<file path="src/rtl/instruction_encoder.sv">
// RV32I instruction encoder feeding a 2-entry output FIFO, with registered head and request counter.
// Optional immediate range checking is compiled in with `define ENCODER_RANGE_CHECK_EN.
module instruction_encoder (
   input  logic        clk,
   input  logic        rst,
   input  logic        in_valid,
   output logic        in_ready,
   input  logic [3:0]  in_class,
   input  logic [4:0]  in_register_1,
   input  logic [4:0]  in_register_2,
   input  logic [4:0]  in_write_register,
   input  logic [6:0]  in_funct_7,
   input  logic [2:0]  in_funct_3,
   input  logic [31:0] in_immediate,
   output logic        out_valid,
   input  logic        out_ready,
   output logic [31:0] out_instruction,
   output logic        out_error,
   output logic [15:0] encoded_count
);

   logic [31:0] enc_word;
   logic        enc_err;
   logic [31:0] mem_instr [2];
   logic        mem_err   [2];
   logic [1:0]  count;
   logic        wr_ptr;
   logic        rd_ptr;
   logic        push;
   logic        pop;

`ifdef ENCODER_RANGE_CHECK_EN
   // True when v is representable as a sign-extended value of the given width.
   function automatic logic sext_fits(input logic signed [31:0] v, input int unsigned bits);
      logic signed [31:0] hi;
      hi = v >>> (bits - 1);
      return (hi == 32'sd0) || (hi == -32'sd1);
   endfunction
`endif

   wire logic [31:0] imm = in_immediate;
   wire logic [4:0]  rs1 = in_register_1;
   wire logic [4:0]  rs2 = in_register_2;
   wire logic [4:0]  rd  = in_write_register;
   wire logic [2:0]  f3  = in_funct_3;
   wire logic [6:0]  f7  = in_funct_7;

   // Stage p0: combinational encode of the request.
   always_comb begin
      enc_word = '0;
      enc_err  = 1'b0;
      case (in_class)
         4'd0: enc_word = {f7, rs2, rs1, f3, rd, 7'b0110011};
         4'd1: begin
            if (f3 == 3'd1 || f3 == 3'd5) begin
               enc_word = {f7, imm[4:0], rs1, f3, rd, 7'b0010011};
`ifdef ENCODER_RANGE_CHECK_EN
               enc_err  = (imm[31:5] != '0);
`endif
            end else begin
               enc_word = {imm[11:0], rs1, f3, rd, 7'b0010011};
`ifdef ENCODER_RANGE_CHECK_EN
               enc_err  = !sext_fits(imm, 12);
`endif
            end
         end
         4'd2, 4'd6, 4'd9: begin
            enc_word = {imm[11:0], rs1, f3, rd, 7'b0000000};
            enc_word[6:0] = (in_class == 4'd2) ? 7'b0000011 :
                            (in_class == 4'd6) ? 7'b1100111 : 7'b1110011;
`ifdef ENCODER_RANGE_CHECK_EN
            enc_err = !sext_fits(imm, 12);
`endif
         end
         4'd3: begin
            enc_word = {imm[11:5], rs2, rs1, f3, imm[4:0], 7'b0100011};
`ifdef ENCODER_RANGE_CHECK_EN
            enc_err  = !sext_fits(imm, 12);
`endif
         end
         4'd4: begin
            enc_word = {imm[12], imm[10:5], rs2, rs1, f3, imm[4:1], imm[11], 7'b1100011};
`ifdef ENCODER_RANGE_CHECK_EN
            enc_err  = !sext_fits(imm, 13) || imm[0];
`endif
         end
         4'd5: begin
            enc_word = {imm[20], imm[10:1], imm[11], imm[19:12], rd, 7'b1101111};
`ifdef ENCODER_RANGE_CHECK_EN
            enc_err  = !sext_fits(imm, 21) || imm[0];
`endif
         end
         4'd7, 4'd8: begin
            enc_word = {imm[31:12], rd, (in_class == 4'd7) ? 7'b0110111 : 7'b0010111};
`ifdef ENCODER_RANGE_CHECK_EN
            enc_err  = (imm[11:0] != '0);
`endif
         end
         default: begin
            enc_word = 32'h0000_0013;
            enc_err  = 1'b1;
         end
      endcase
   end

   assign in_ready = (count < 2'd2);
   assign push     = in_valid && in_ready;
   assign out_valid = (count != 2'd0);
   assign pop      = out_valid && out_ready;

   // Stage p1: FIFO control; storage is left unreset because the head is gated by out_valid.
   always_ff @(posedge clk) begin
      if (rst) begin
         count         <= 2'd0;
         wr_ptr        <= 1'b0;
         rd_ptr        <= 1'b0;
         encoded_count <= 16'd0;
      end else begin
         if (push) begin
            wr_ptr        <= ~wr_ptr;
            encoded_count <= encoded_count + 16'd1;
         end
         if (pop) rd_ptr <= ~rd_ptr;
         case ({push, pop})
            2'b10:   count <= count + 2'd1;
            2'b01:   count <= count - 2'd1;
            default: count <= count;
         endcase
      end
   end

   always_ff @(posedge clk) begin
      if (push) begin
         mem_instr[wr_ptr] <= enc_word;
         mem_err[wr_ptr]   <= enc_err;
      end
   end

   assign out_instruction = out_valid ? mem_instr[rd_ptr] : 32'd0;
   assign out_error       = out_valid ? mem_err[rd_ptr]   : 1'b0;

endmodule
</file>
<file path="config.mk">
export PLATFORM = sky130hd
export DESIGN_NAME = instruction_encoder
export DESIGN_NICKNAME = d
export VERILOG_FILES = /design/src/rtl/instruction_encoder.sv
export SDC_FILE = /design/constraint.sdc
export NUM_CORES = 1
export LEC_CHECK = 0
export CELL_PAD_IN_SITES_DETAIL_PLACEMENT = 2
export CELL_PAD_IN_SITES_GLOBAL_PLACEMENT = 2
export CORE_MARGIN = 1
export CORE_UTILIZATION = 27
export DETAILED_ROUTE_END_ITERATION = 6
export PLACE_DENSITY = 0.72
export SYNTH_ARGS = -nofsm -noshare
export SYNTH_HDL_FRONTEND = slang
export SYNTH_SLANG_ARGS = --single-unit
</file>
<file path="constraint.sdc">
create_clock -name clk -period 2.5 [get_ports clk]
set_clock_uncertainty 0.1 [all_clocks]
set_input_delay 0.25 -clock clk [delete_from_list [all_inputs] [get_ports clk]]
set_output_delay 0.25 -clock clk [all_outputs]
set_load 0.01 [all_outputs]
</file>
## Word level (Yosys, flattened, before mapping)

Memory sizes are Yosys's and may differ from the RTL's. A register that Yosys moved wholly into a read port is not among the register bits.
Index checks and enable logic that the tools add are counted.

- Logic and storage cells: 49
- Register bits: 20
- Memories kept: 2
- Bits in writable memories: 66

- Order comparisons: 1
- Bitwise logic cells: 2
- Add/subtract/negate cells: 3
- Equal/unequal tests: 13
- Reduce and logical (&&, ||, !) cells: 9
- Mux-type cells: 15

Memory list:

| memory | words | width | rd ports | clocked after memory_dff | write ports | RTL line | RTL |
|---|---|---|---|---|---|---|---|
| mem_instr | 2 | 32 | 1 | 1 | 1 | 24 | `logic [31:0] mem_instr [2];` |
| mem_err | 2 | 1 | 1 | 1 | 1 | 25 | `logic mem_err [2];` |

Operators with widths:

| cell | number |
|---|---|
| one-hot mux 32 bit (7 select lines) | 1 |
| two-way mux 32 bit | 2 |
| adder 16 x 1 -> 16 bit (second input constant) | 1 |
| equality test 4 x 3 -> 1 bit (second input constant) | 4 |
| OR reduction 10 bit | 1 |
| equality test 4 x 2 -> 1 bit (second input constant) | 2 |
| equality test 4 bit (second input constant) | 2 |
| two-way mux 1 bit | 8 |
| two-way mux 7 bit | 1 |
| two-way mux 6 bit | 1 |
| two-way mux 5 bit | 1 |
| equality test 4 x 1 -> 1 bit (second input constant) | 1 |
| zero test 4 bit | 1 |
| one-hot mux 2 bit (2 select lines) | 1 |
| nonzero test 2 bit | 2 |
| equality test 3 x 1 -> 1 bit (second input constant) | 1 |
| equality test 3 bit (second input constant) | 1 |
| OR reduction 3 bit | 1 |
| adder 2 x 1 -> 2 bit (second input constant) | 1 |
| equality test 2 x 1 -> 1 bit (second input constant) | 1 |
| equality test 2 bit (second input constant) | 1 |
| logical AND 1 bit | 2 |
| < comparator 2 bit (second input constant) | 1 |
| NOT 1 bit | 2 |
| other kinds (3) | 3 |

## Logic depth before layout (Yosys ltp)

Gate-level depths: netlist of run 1.

- Depth after elaboration: 4
- Mapped depth: 7
- Mapped depth without buffers: 7

## Worst setup path before layout of run 1

OpenSTA, ideal clock, no wires.

- Path kind: register -> register
- Start: register count[1]
- End: memory mem_err[0], enable pin
- Data arrival time: 2073 ps
- Path buffers: 1
- Required time: 1981 ps
- Slack: -92 ps
- Library setup time: 419 ps
- Stages on the path, launching flop included: 5
- Cell sequence: dfxtp_1 nor2b_1 clkbuf_1 inv_1 nor2_1

- Word-level cells in the longest chain between the ends: 4

RTL lines:

| what | RTL line | RTL |
|---|---|---|
| start, declared | 26 | `logic [1:0] count;` |
| start signal, assigned | 125 | `2'b10: count <= count + 2'd1;` |
| start signal, assigned | 126 | `2'b01: count <= count - 2'd1;` |
| start signal, assigned | 127 | `default: count <= count;` |
| < comparator 2 bit | 106 | `assign in_ready = (count < 2'd2);` |
| logical AND 1 bit | 107 | `assign push = in_valid && in_ready;` |
| two-way mux 1 bit | 133 | `if (push) begin` |
| two-way mux 1 bit (implied by the code) | 135 | `mem_err[wr_ptr] <= enc_err;` |
| end, declared | 25 |  |

No other way between the ends.

==> results.rst, run 1 <==
.. list-table::
   :header-rows: 1

   * - Metric
     - Value
   * - Outcome
     - complete, no violations
   * - Maximum number of pins on one net before global-route repair
     - 32
   * - Vertical die dimension
     - 127.1 um
   * - Worst path cell trace
     - buf_4 -> mux2i_1 -> nor2_1 -> clkdlybuf4s50_1
   * - Count of inserted antenna diode cells
     - 0
   * - Placed instance count
     - 696
   * - Distinct cell type count of the synthesized netlist
     - 43
   * - Number of buffers created by CTS
     - 9
   * - Proportion of netlist area held by the largest area contributor
     - about 44%
   * - Number of synthesized flops with an enable pin
     - 62
   * - Combinational family with the most area after synthesis
     - compound AO/OA/AOI/OAI gates
   * - Initial Util
     - 27.69%
   * - Compound-gate portion of the synthesized area
     - 15.07%
   * - CTS Buffer Depth
     - 2
   * - Via total after detailed routing
     - 3481
   * - Power per Cell Area
     - 865.5 mW/mm^2
   * - Global-route wire length before repair
     - between 15000 and 20000 um
   * - Delay of the slowest cell on the worst path
     - 560 ps
   * - Time the worst path needs with I/O delays and setup
     - approximately 2200 ps
   * - Via count of the first global-routing pass
     - 3708
   * - Post-DP HPWL
     - 9346 um
   * - Remaining antenna violation count
     - 0
   * - Startpoint type of the worst setup path
     - flip-flop
   * - Final count of pins violating max slew
     - 0
   * - Total die area
     - 0.01615 mm^2
   * - Number of register bits inferred by synthesis
     - 83
   * - Synthesis warning total
     - 0
   * - Static Leakage
     - 0.002077 uW
   * - Period Utilization, post-route
     - between 80% and 90%
   * - Die boundary width
     - approximately 130 um
   * - Clock transition at path regs
     - 60 ps
   * - Overall power consumption
     - just over 5000 uW
   * - Total of cells resized after clock tree synthesis
     - 0
   * - Number of nets produced by synthesis
     - between 400 and 500
   * - Floorplan Core Area
     - 0.01526 mm^2
   * - Area Overhead vs Synth
     - 41.31%
   * - Global-route usage over all layers
     - 16.17%
   * - Final cell count without fillers
     - 712
   * - Leading post-synthesis cells by instance count
     - sky130_fd_sc_hd__edfxtp_1, sky130_fd_sc_hd__nor2_1, sky130_fd_sc_hd__mux2i_1
   * - Filler cell count in the final layout
     - about 1600
   * - Largest area contributor in the netlist
     - sky130_fd_sc_hd__edfxtp_1
   * - Max_cap viols
     - 0
   * - Proportion of layout cells with a drive suffix above 1
     - 8.782%
   * - Antenna violations before repair
     - 0
   * - GPL Wtd Cong
     - 0.9272
   * - Final hold violations
     - 0
   * - Top cells by area, synth
     - sky130_fd_sc_hd__edfxtp_1, sky130_fd_sc_hd__dfxtp_1, sky130_fd_sc_hd__mux2i_1
   * - Worst max-slew margin expressed relative to the limit
     - between 50% and 60%
   * - Number of core rows
     - between 40 and 50
   * - Routed wire length
     - between 10000 and 15000 um
   * - Leading cell type by number of instances after synthesis
     - sky130_fd_sc_hd__edfxtp_1
   * - Worst min-delay path category
     - flip-flop to flip-flop
   * - Multiplexer area fraction after synthesis
     - 9.802%
   * - Count of buffers from port buffering
     - ~120
   * - Post-synthesis cell count
     - 379
   * - Class of the most critical setup path
     - flip-flop to primary output
   * - Slew at the pin closest to its max-slew limit
     - 619.3 ps
   * - Count of endpoints failing setup in the final report
     - 0
   * - Asr flop ratio synth
     - 0%
   * - Combined area of all synthesized cells
     - 0.004225 mm^2
   * - DRC errors left
     - 0
   * - Avg Cell Area, Syn
     - 11.15 um^2
   * - Type of destination of the critical path
     - primary output
   * - # clock sinks
     - 83
   * - Core utilization of the finished layout
     - 39.13%
   * - Sum Neg Setup Slack
     - 0 ps
   * - TritonCTS clock tree
     - built
   * - Primary FF master, synth
     - sky130_fd_sc_hd__edfxtp_1
   * - Starting DRC count in detailed routing
     - 120
   * - Peak Freq
     - 0.4474 GHz
   * - Top Ports
     - 116
   * - Share of synthesized area occupied by flip-flops and latches
     - between 50 and 60%
   * - Via density per instance
     - about 4.9
   * - Synthesized-area fraction occupied by xor and xnor cells
     - 3.731%
   * - Post-synthesis share of cell area spent on full adders, half adders and majority gates
     - 0.5922%
   * - Slowest cell on crit path
     - sky130_fd_sc_hd__clkdlybuf4s50_1
   * - Skew-Pair Late Insertion Delay
     - 340 ps
   * - Highest net fanout along the worst path
     - 20
   * - Number of optimization iterations in the first detailed-route pass
     - 4
   * - Worst path arrival time
     - ~1900 ps
   * - Average wire length per cell after detail routing
     - 17.56 um
   * - Maximum ir drop on the vdd rail
     - 0.4166 mV
   * - Setup repair after global routing missed its margin
     - false
   * - Total number of H-tree levels
     - 3
   * - Cell chosen for the clock root
     - sky130_fd_sc_hd__clkbuf_16
   * - Post-cts hold buffer count
     - 0
   * - Data required, critical path
     - 2150 ps
   * - Aggregate global routing overflow
     - 0
   * - Final nets
     - 563
   * - Setup fix buffers added after clock tree synthesis
     - 0
   * - Simple-gate share of the synthesized area
     - 12.61%
## cell families after synthesis
logic type / after synthesis
simple gates: 115
flops: 83
compound gates: 82
mux: 41
buf+inv: 38
xor+xnor: 18
fa+ha+maj: 2
## stage by stage
stage | area (um^2) | hold WS, ps | setup WS (ps)
final | 5971 | 404.3 | 264.8
after global routing | 5971 | 453.3 | 158.1
after CTS | 5971 | 412.1 | 201.4
after detailed placement | 5680 | 403.7 | 170.5
after global placement | 5680 | 394.4 | 280.9
after floorplan | 4228 | 341.5 | 415.6
## state kept, by name, summed over array words and instances (netlist names), named ones only
signal,cells
mem_err,2
mem_instr,60
wr_ptr,1
rd_ptr,1
count,2
encoded_count,16
## cells in the final DEF (no fill, tap or decap), drive strengths merged, types with 2 or more instances in the layout
cell           netlist  layout
nor3                 4       4
clkinv               1       3
nand4                5       5
xor2                 4       4
nand3b               2       2
nor2b                4       4
nand3                2       2
mux2i               38      38
nor2                60      60
xnor2               14      14
nand2b               4       4
a21o                 7       7
clkdlybuf4s50        0     115
nor4                 5       5
clkbuf              15      12
and2                 4       4
a21oi                9       9
clkinvlp             0       2
a2bb2oi              2       2
o22ai               12      12
buf                 13      19
mux2                 3       3
nand2               19      19
a22oi               20      20
o21ai                4       4
ha                   2       2
edfxtp              62      62
a221oi               6       6
dfxtp               21      21
inv                  9       9
a22o                17      17
## cell type report
class / count / area [um^2] / share of cell area (%)
Sequential cell: 83 / 2283 / 38.24
Tap cell: 211 / 264.0 / 4.422
Timing Repair Buffer: 134 / 1319 / 22.09
Clock inverter: 4 / 23.77 / 0.3982
Inverter: 10 / 37.54 / 0.6287
Multi-Input combinational cell: 258 / 1777 / 29.76
Clock buffer: 12 / 266.5 / 4.464
## metal layers
metal / share of wire (%) / vias up / track usage, %
li1: - / 1640 / -
met1: 44 / 1736 / 19.94
met2: 50 / 91 / 27.60
met3: 4.2 / 14 / 3.057
met4: 1.9 / 0 / 7.003
met5: 0 / - / 0
## where the power goes
group	switching (uW)	internal [uW]
Combinational	1010	999
Sequential	93.4	1770
Clock	545	749
## final timing paths
path | from | slack (ps) | cells after the start | end
worst min-delay path | encoded_count[1] | 400 | 2 | encoded_count[1]
worst max-delay path | flip-flop | 260 | 4 | out_instruction[31]
worst max register to register | count[1] | 620 | 6 | count[1]
worst min register to register | encoded_count[1] | 400 | 2 | encoded_count[1]
## worst max-delay path, delay by kind of cell, from the launching register on
kind / cells / cell delay (ps)
buffers and inverters: 2 / 890
flip-flops: 1 / 330
multiplexers: 1 / 160
AND/OR/NAND/NOR: 1 / 150
Power figures use the tool's default switching activity.
==> run 2, diff against run 1 <==
--- a/config.mk
+++ b/config.mk
@@ -10,6 +10,7 @@
 export CORE_MARGIN = 1
 export CORE_UTILIZATION = 27
 export DETAILED_ROUTE_END_ITERATION = 6
+export GPL_TIMING_DRIVEN = 0
 export PLACE_DENSITY = 0.72
 export SYNTH_ARGS = -nofsm -noshare
 export SYNTH_HDL_FRONTEND = slang
==> run 2 against run 1 <==
Compared with the run above:
- hold slack got worse by 69 ps
- setup slack got worse by 110 ps
- flip-flop and latch count did not move
- global-route usage up 0.43 points
- critical path depth increased by 1
- largest power group unchanged
==> results.rst, run 2 (synthesis gave the netlist of run 1 again) <==
.. list-table::
   :header-rows: 1

   * - Metric
     - Value
   * - Proportion of layout cells with a drive suffix above 1
     - 8.039% (-0.74 points)
   * - Skew-Pair Late Insertion Delay
     - 340 ps (about the same)
   * - DRC errors left
     - 0 (unchanged)
   * - Total die area
     - 0.01615 mm^2 (unchanged)
   * - Final Instance Area
     - 0.005967 mm^2 (about the same)
   * - Count of buffers from port buffering
     - 114 (-0.87%)
   * - Placed cell areas
     - 0.005667 mm^2 (-0.24%)
   * - Worst path arrival time
     - 2000 ps (+110 ps)
   * - Capture instance of the worst register-to-register path
     - count[1]
   * - Peak Freq
     - 0.4257 GHz (-4.8%)
   * - Type of destination of the critical path
     - primary output
   * - Startpoint type of the worst setup path
     - flip-flop
   * - Count of endpoints failing setup in the final report
     - 0 (unchanged)
   * - Setup slack of the worst register-to-register path
     - 410 ps (-210 ps)
   * - Setup fix buffers added after clock tree synthesis
     - 0 (unchanged)
   * - Routed wire length
     - 12790 um (+2.3%)
   * - Top Ports
     - 116 (unchanged)
   * - Starting DRC count in detailed routing
     - 124 (+3.3%)
   * - Max_cap viols
     - 0 (unchanged)
   * - Source of the worst hold timing path
     - in_class[1]
   * - Outcome
     - complete, no violations
   * - Worst hold path stage count
     - 3 (+1)
   * - Maximum number of pins on one net before global-route repair
     - 32 (unchanged)
   * - Period Utilization, post-route
     - 93.96% (+4.5 points)
   * - Overall power consumption
     - 5232 uW (+1.2%)
   * - Class of the most critical setup path
     - flip-flop to primary output
   * - Final cell count without fillers
     - 721 (+1.3%)
   * - Cell depth of the worst flop-to-flop path
     - 6 (unchanged)
   * - Final count of pins violating max slew
     - 0 (unchanged)
   * - Post-DP HPWL
     - 9912 um (+6.1%)
   * - Die boundary width
     - 127.1 um (unchanged)
   * - Total number of H-tree levels
     - 3 (unchanged)
   * - Final hold violations
     - 0 (unchanged)
   * - Highest net fanout along the worst path
     - 10 (-50%)
   * - Multi-input combinational cell area
     - 0.001778 mm^2 (about the same)
   * - Time the worst path needs with I/O delays and setup
     - 2349 ps (+113.7 ps)
   * - Sequential standard cell area
     - 0.002282 mm^2 (about the same)
   * - Count of inserted antenna diode cells
     - 0 (unchanged)
   * - Average wire length per cell after detail routing
     - 17.74 um (+1.0%)
   * - Data required, critical path
     - 2150 ps (about the same)
   * - Placed instance count
     - 705 (+1.3%)
   * - Setup repair after global routing missed its margin
     - false
   * - Registers with the most flip-flops
     - mem_instr (60), encoded_count (16)
   * - GPL Wtd Cong
     - 0.7887 (-15%)
   * - Leading cell type in the layout, fill and taps excluded
     - sky130_fd_sc_hd__clkdlybuf4s50_1
   * - Cell chosen for the clock root
     - sky130_fd_sc_hd__clkbuf_16
   * - Via total after detailed routing
     - 3466 (-0.43%)
   * - Hold EP
     - mem_err[0]
   * - Antenna violations before repair
     - 0 (unchanged)
   * - Vertical die dimension
     - 127.1 um (unchanged)
   * - Register name with the most flops
     - mem_instr
   * - Sum Neg Setup Slack
     - 0 ps (unchanged)
   * - R2r startpoint
     - count[1]
   * - Power per Cell Area
     - 876.8 mW/mm^2 (+1.3%)
   * - Floorplan Core Area
     - 0.01526 mm^2 (unchanged)
   * - Area Overhead vs Synth
     - 41.22% (about the same)
   * - Number of optimization iterations in the first detailed-route pass
     - 4 (unchanged)
   * - Initial Util
     - 27.69% (unchanged)
   * - Clock transition at path regs
     - 60 ps (about the same)
   * - Filler cell count in the final layout
     - 1637 (+0.99%)
   * - Final nets
     - 572 (+1.6%)
   * - Maximum ir drop on the vdd rail
     - 0.3415 mV (-18%)
   * - Flip-flop count of the largest register, all copies and words added
     - 60 (unchanged)
   * - Via count of the first global-routing pass
     - 3787 (+2.1%)
   * - Worst min-delay path category
     - input pin to flip-flop
   * - # clock sinks
     - 83 (unchanged)
   * - Global-route wire length before repair
     - 20330 um (+2.7%)
   * - Static Leakage
     - 0.002079 uW (+0.11%)
   * - Post-cts hold buffer count
     - 0 (unchanged)
   * - Slew at the pin closest to its max-slew limit
     - 853.5 ps (+234.2 ps)
   * - Worst max-slew margin expressed relative to the limit
     - 43.10% (-16 points)
   * - Highest-count cells in the layout ignoring fill and taps
     - sky130_fd_sc_hd__clkdlybuf4s50_1, sky130_fd_sc_hd__edfxtp_1, sky130_fd_sc_hd__nor2_1, sky130_fd_sc_hd__mux2i_1, sky130_fd_sc_hd__dfxtp_1
   * - Number of core rows
     - 45 (unchanged)
   * - Via density per instance
     - 4.807 (-1.7%)
   * - Aggregate global routing overflow
     - 0 (unchanged)
   * - Number of buffers created by CTS
     - 9 (unchanged)
   * - TritonCTS clock tree
     - built
   * - Core utilization of the finished layout
     - 39.11% (about the same)
   * - Global-route usage over all layers
     - 16.59% (+0.43 points)
   * - Remaining antenna violation count
     - 0 (unchanged)
   * - CTS Buffer Depth
     - 2 (unchanged)
run 2: cell count changes in the layout (fill, tap and decap cells not counted), moves of 2 or more:
| cell | before | now |
|---|---|---|
| sky130_fd_sc_hd__buf_6 | 0 | 2 |
| sky130_fd_sc_hd__clkbuf_2 | 0 | 3 |
| sky130_fd_sc_hd__buf_4 | 17 | 4 |
| sky130_fd_sc_hd__buf_2 | 0 | 6 |
| sky130_fd_sc_hd__clkinvlp_4 | 2 | 0 |
| sky130_fd_sc_hd__clkinv_2 | 1 | 3 |
| sky130_fd_sc_hd__buf_12 | 2 | 0 |
| sky130_fd_sc_hd__clkbuf_1 | 0 | 13 |
| sky130_fd_sc_hd__clkbuf_8 | 3 | 0 |
run 2: routing by layer:
layer,vias to the layer above,track usage [%],wire length [um]
met5,-,0,0
met4,0,8.123,333
met3,17,2.513,369
met2,92,27.70,6172
met1,1692,21.02,5914
li1,1665,-,-
run 2: layout make-up:
class / count / share of cell area [%]
clock inverter: 6 / 0.9646
sequential: 83 / 38.25
clock buffer: 10 / 3.837
buffer: 28 / 2.516
timing repair buffer: 115 / 19.58
tap: 211 / 4.424
inverter: 10 / 0.6291
multi-input combinational: 258 / 29.80
run 2: stage by stage:
step | hold WS [ps] | setup WS [ps]
floorplan | 341.5 | 415.6
global placement | 389.6 | -717.0
detailed placement | 409.0 | -45.32
CTS | 347.4 | -1.251
global route | 357.2 | 21.23
finish | 335.5 | 151.1
run 2: timing repair:
action,4_1_cts,5_1_grt
setup endpoints to repair,30,14
pin swaps,0,0
resized for setup,4,5
run 2: critical path, cell delays in order, from the launching register on:
cell	delay [ps]
sky130_fd_sc_hd__dfxtp_1	310
sky130_fd_sc_hd__clkbuf_1	220
sky130_fd_sc_hd__buf_4	270
sky130_fd_sc_hd__mux2i_1	110
sky130_fd_sc_hd__nor2_1	180
sky130_fd_sc_hd__clkdlybuf4s50_1	570
run 2: how the worst max path moves through the flow:
stage / from / end / slack (ps)
3_3_place_gp: in_valid / mem_instr[0][28] / -720
6_report: flip-flop / out_instruction[12] / 150
2_1_floorplan: count[1] / mem_err[0] / 420
3_5_place_dp: in_valid / mem_instr[0][28] / -50
4_1_cts: flip-flop / out_instruction[12] / -1
5_1_grt: flip-flop / out_instruction[25] / 20
run 2: report_power, final:
part,switching [uW],internal (uW)
combinational,1040,1020
clock,544,767
sequential,93.3,1770
==> run 3, diff against run 2 <==
--- a/config.mk
+++ b/config.mk
@@ -8,10 +8,10 @@
 export CELL_PAD_IN_SITES_DETAIL_PLACEMENT = 2
 export CELL_PAD_IN_SITES_GLOBAL_PLACEMENT = 2
 export CORE_MARGIN = 1
-export CORE_UTILIZATION = 27
+export CORE_UTILIZATION = 30
 export DETAILED_ROUTE_END_ITERATION = 6
 export GPL_TIMING_DRIVEN = 0
-export PLACE_DENSITY = 0.72
+export PLACE_DENSITY = 0.76
 export SYNTH_ARGS = -nofsm -noshare
 export SYNTH_HDL_FRONTEND = slang
 export SYNTH_SLANG_ARGS = --single-unit
==> constraint.sdc (replaced) <==
create_clock -name clk -period 2.71 [get_ports clk]
set_clock_uncertainty 0.1 [all_clocks]
set_input_delay 0.271 -clock clk [delete_from_list [all_inputs] [get_ports clk]]
set_output_delay 0.271 -clock clk [all_outputs]
set_load 0.01 [all_outputs]
==> run 3 against run 2 <==
Compared with the run above:
- total power fell by 7.2%
- wire length rose by 2.2%
- clock power fell by 4%
- final cell count fell by 5.0%
- register-to-register slack improved by 70 ps
- largest cell class unchanged
==> results.rst, run 3 (synthesis gave the netlist of run 1 again) <==
.. list-table::
   :header-rows: 1

   * - Metric
     - Value
   * - Floorplan Core Area
     - 0.01351 mm^2 (-11%)
   * - Total number of H-tree levels
     - 3 (unchanged)
   * - R2r startpoint
     - count[1]
   * - Registers with the most flip-flops
     - mem_instr (60), encoded_count (16)
   * - Worst max-slew margin expressed relative to the limit
     - 34.43% (-8.7 points)
   * - Worst hold path stage count
     - 3 (unchanged)
   * - Source of the worst hold timing path
     - in_class[1]
   * - Time the worst path needs with I/O delays and setup
     - 2464 ps
   * - Delay of the slowest cell on the worst path
     - 570 ps (about the same)
   * - Peak Freq
     - 0.4059 GHz
   * - Area Overhead vs Synth
     - 39.77%
   * - Cell depth of the worst flop-to-flop path
     - 4 (-2)
   * - Capture instance of the worst register-to-register path
     - mem_instr[0][3]
   * - Count of endpoints failing setup in the final report
     - 0 (unchanged)
   * - Max_cap viols
     - 0 (unchanged)
   * - Flip-flop count of the largest register, all copies and words added
     - 60 (unchanged)
   * - Final cell count without fillers
     - 685 (-5.0%)
   * - Global-route usage over all layers
     - 18.55% (+2.0 points)
   * - TritonCTS clock tree
     - built
   * - Slew at the pin closest to its max-slew limit
     - 981.2 ps (+127.7 ps)
   * - Maximum ir drop on the vdd rail
     - 0.2944 mV (-14%)
   * - Placed cell areas
     - 0.005595 mm^2 (-1.3%)
   * - Highest-count cells in the layout ignoring fill and taps
     - sky130_fd_sc_hd__clkdlybuf4s50_1, sky130_fd_sc_hd__edfxtp_1, sky130_fd_sc_hd__nor2_1, sky130_fd_sc_hd__mux2i_1, sky130_fd_sc_hd__dfxtp_1
   * - Final count of pins violating max slew
     - 0 (unchanged)
   * - Aggregate global routing overflow
     - 0 (unchanged)
   * - Class of the most critical setup path
     - flip-flop to primary output
   * - Startpoint type of the worst setup path
     - flip-flop
   * - Post-placement worst setup slack
     - 34.98 ps (+80.29 ps)
   * - Starting DRC count in detailed routing
     - 176 (+42%)
   * - Final hold violations
     - 0 (unchanged)
   * - Placed instance count
     - 669 (-5.1%)
   * - Count of buffers from port buffering
     - 114 (unchanged)
   * - Static Leakage
     - 0.002068 uW (-0.52%)
   * - Vertical die dimension
     - 120.7 um (-5.1%)
   * - Initial Util
     - 31.29% (+3.6 points)
   * - Via total after detailed routing
     - 3506 (+1.2%)
   * - Slowest cell on crit path
     - sky130_fd_sc_hd__clkdlybuf4s50_1
   * - Antenna violations before repair
     - 0 (unchanged)
   * - Skew-Pair Late Insertion Delay
     - 330 ps (about the same)
   * - Period Utilization, post-route
     - 90.91%
   * - Data required, critical path
     - 2340 ps (+190 ps)
   * - Number of core rows
     - 42 (-6.7%)
   * - Worst min-delay path category
     - input pin to flip-flop
   * - Critical path buffer and inverter count
     - 3 (unchanged)
   * - Cell chosen for the clock root
     - sky130_fd_sc_hd__clkbuf_16
   * - Setup slack after layout
     - 246.2 ps (+95.17 ps)
   * - Average wire length per cell after detail routing
     - 19.08 um (+7.6%)
   * - Outcome
     - complete, no violations
   * - Remaining antenna violation count
     - 0 (unchanged)
   * - Worst path arrival time
     - 2090 ps (+90 ps)
   * - Die boundary width
     - 120.7 um (-5.1%)
   * - Setup slack of the worst register-to-register path
     - 480 ps (+70 ps)
   * - Global-route wire length before repair
     - 20480 um (+0.71%)
   * - DRC errors left
     - 0 (unchanged)
   * - Via density per instance
     - 5.118 (+6.5%)
   * - CTS Buffer Depth
     - 2 (unchanged)
   * - Total die area
     - 0.01456 mm^2 (-9.8%)
   * - Number of buffers created by CTS
     - 9 (unchanged)
   * - # clock sinks
     - 83 (unchanged)
   * - Count of inserted antenna diode cells
     - 0 (unchanged)
   * - Hold EP
     - mem_err[1]
   * - GPL Wtd Cong
     - 0.8140 (+3.2%)
   * - Worst path cell trace
     - clkbuf_1 -> buf_2 -> mux2i_1 -> nor2_1 -> clkdlybuf4s50_1
   * - Clock transition at path regs
     - 60 ps (about the same)
   * - Via count of the first global-routing pass
     - 3792 (+0.13%)
   * - Power per Cell Area
     - 822.3 mW/mm^2 (-6.2%)
   * - Final nets
     - 571 (-0.17%)
   * - Maximum number of pins on one net before global-route repair
     - 32 (unchanged)
   * - Family of cells with the greatest summed delay on the critical path
     - buffers and inverters
   * - Proportion of layout cells with a drive suffix above 1
     - 7.662% (-0.38 points)
   * - Overall power consumption
     - 4856 uW (-7.2%)
   * - Setup fix buffers added after clock tree synthesis
     - 0 (unchanged)
   * - Post-DP HPWL
     - 9796 um (-1.2%)
   * - Final Instance Area
     - 0.005906 mm^2 (-1.0%)
   * - Routed wire length
     - 13070 um (+2.2%)
   * - Register name with the most flops
     - mem_instr
   * - Top Ports
     - 116 (unchanged)
   * - Setup repair after global routing missed its margin
     - false
   * - Number of optimization iterations in the first detailed-route pass
     - 4 (unchanged)
   * - Type of destination of the critical path
     - primary output
   * - Worst Hold Slack
     - 324.1 ps (-11.40 ps)
   * - Highest net fanout along the worst path
     - 10 (unchanged)
   * - Leading cell type in the layout, fill and taps excluded
     - sky130_fd_sc_hd__clkdlybuf4s50_1
[run 3: changes by cell type in the layout (fill, tap and decap cells not counted), sizes merged]
cell      change
clkbuf        +1
clkinvlp      +1
clkinv        -3
[run 3: worst register-to-register path, delay by kind of cell (launching register included)]
kind | cells | cell delay (ps)
buffers and inverters | 2 | 460
and+or+nand+nor | 2 | 900
DFF | 1 | 380
[run 3: worst max path at each step]
stage                     startpoint                   to  slack [ps]  cells past startpoint
after floorplan             count[1]           mem_err[0]         120                      4
after global placement      in_valid     mem_instr[0][28]       -1210                      5
after detailed placement    in_valid     mem_instr[0][27]          30                      5
after CTS                   count[1]  out_instruction[21]          30                      4
after global routing       flip-flop  out_instruction[13]         100                      5
final                      flip-flop  out_instruction[13]         250                      5
[run 3: per-stage QoR]
step                util (%)  setup TNS [ps]
detailed placement     41.43               0
floorplan                  -               0
CTS                    43.69               0
finish                 43.73               0
global route           43.73               0
global placement       41.37          -44100
[run 3: timing repair]
item                                   4_1_cts  5_1_grt
resized for setup                            0        5
endpoints found under the hold margin        0        0
setup endpoints to repair                    0       20
hold buffers                                 0        0
[run 3: where the power goes]
part           switching, uW  internal [uW]
clock                    494            768
combinational            963            900
sequential              94.5           1640
total                   1550           3300
[run 3: cell type report]
class | count | area [um^2]
Timing Repair Buffer | 114 | 1141
Multi-Input combinational cell | 258 | 1778
Fill cell | 1393 | 7600
Tap cell | 176 | 220.2
Buffer | 28 | 141.4
Clock buffer | 12 | 257.7
Inverter | 10 | 37.54
Sequential cell | 83 | 2282
Clock inverter | 4 | 47.55
[run 3: layer usage]
| layer | track usage (%) | routed length [um] |
|---|---|---|
| met1 | 24.11 | 5821 |
| met2 | 31.79 | 6665 |
| met4 | 4.552 | 124 |
| met3 | 3.302 | 459 |
| met5 | 0 | 0 |
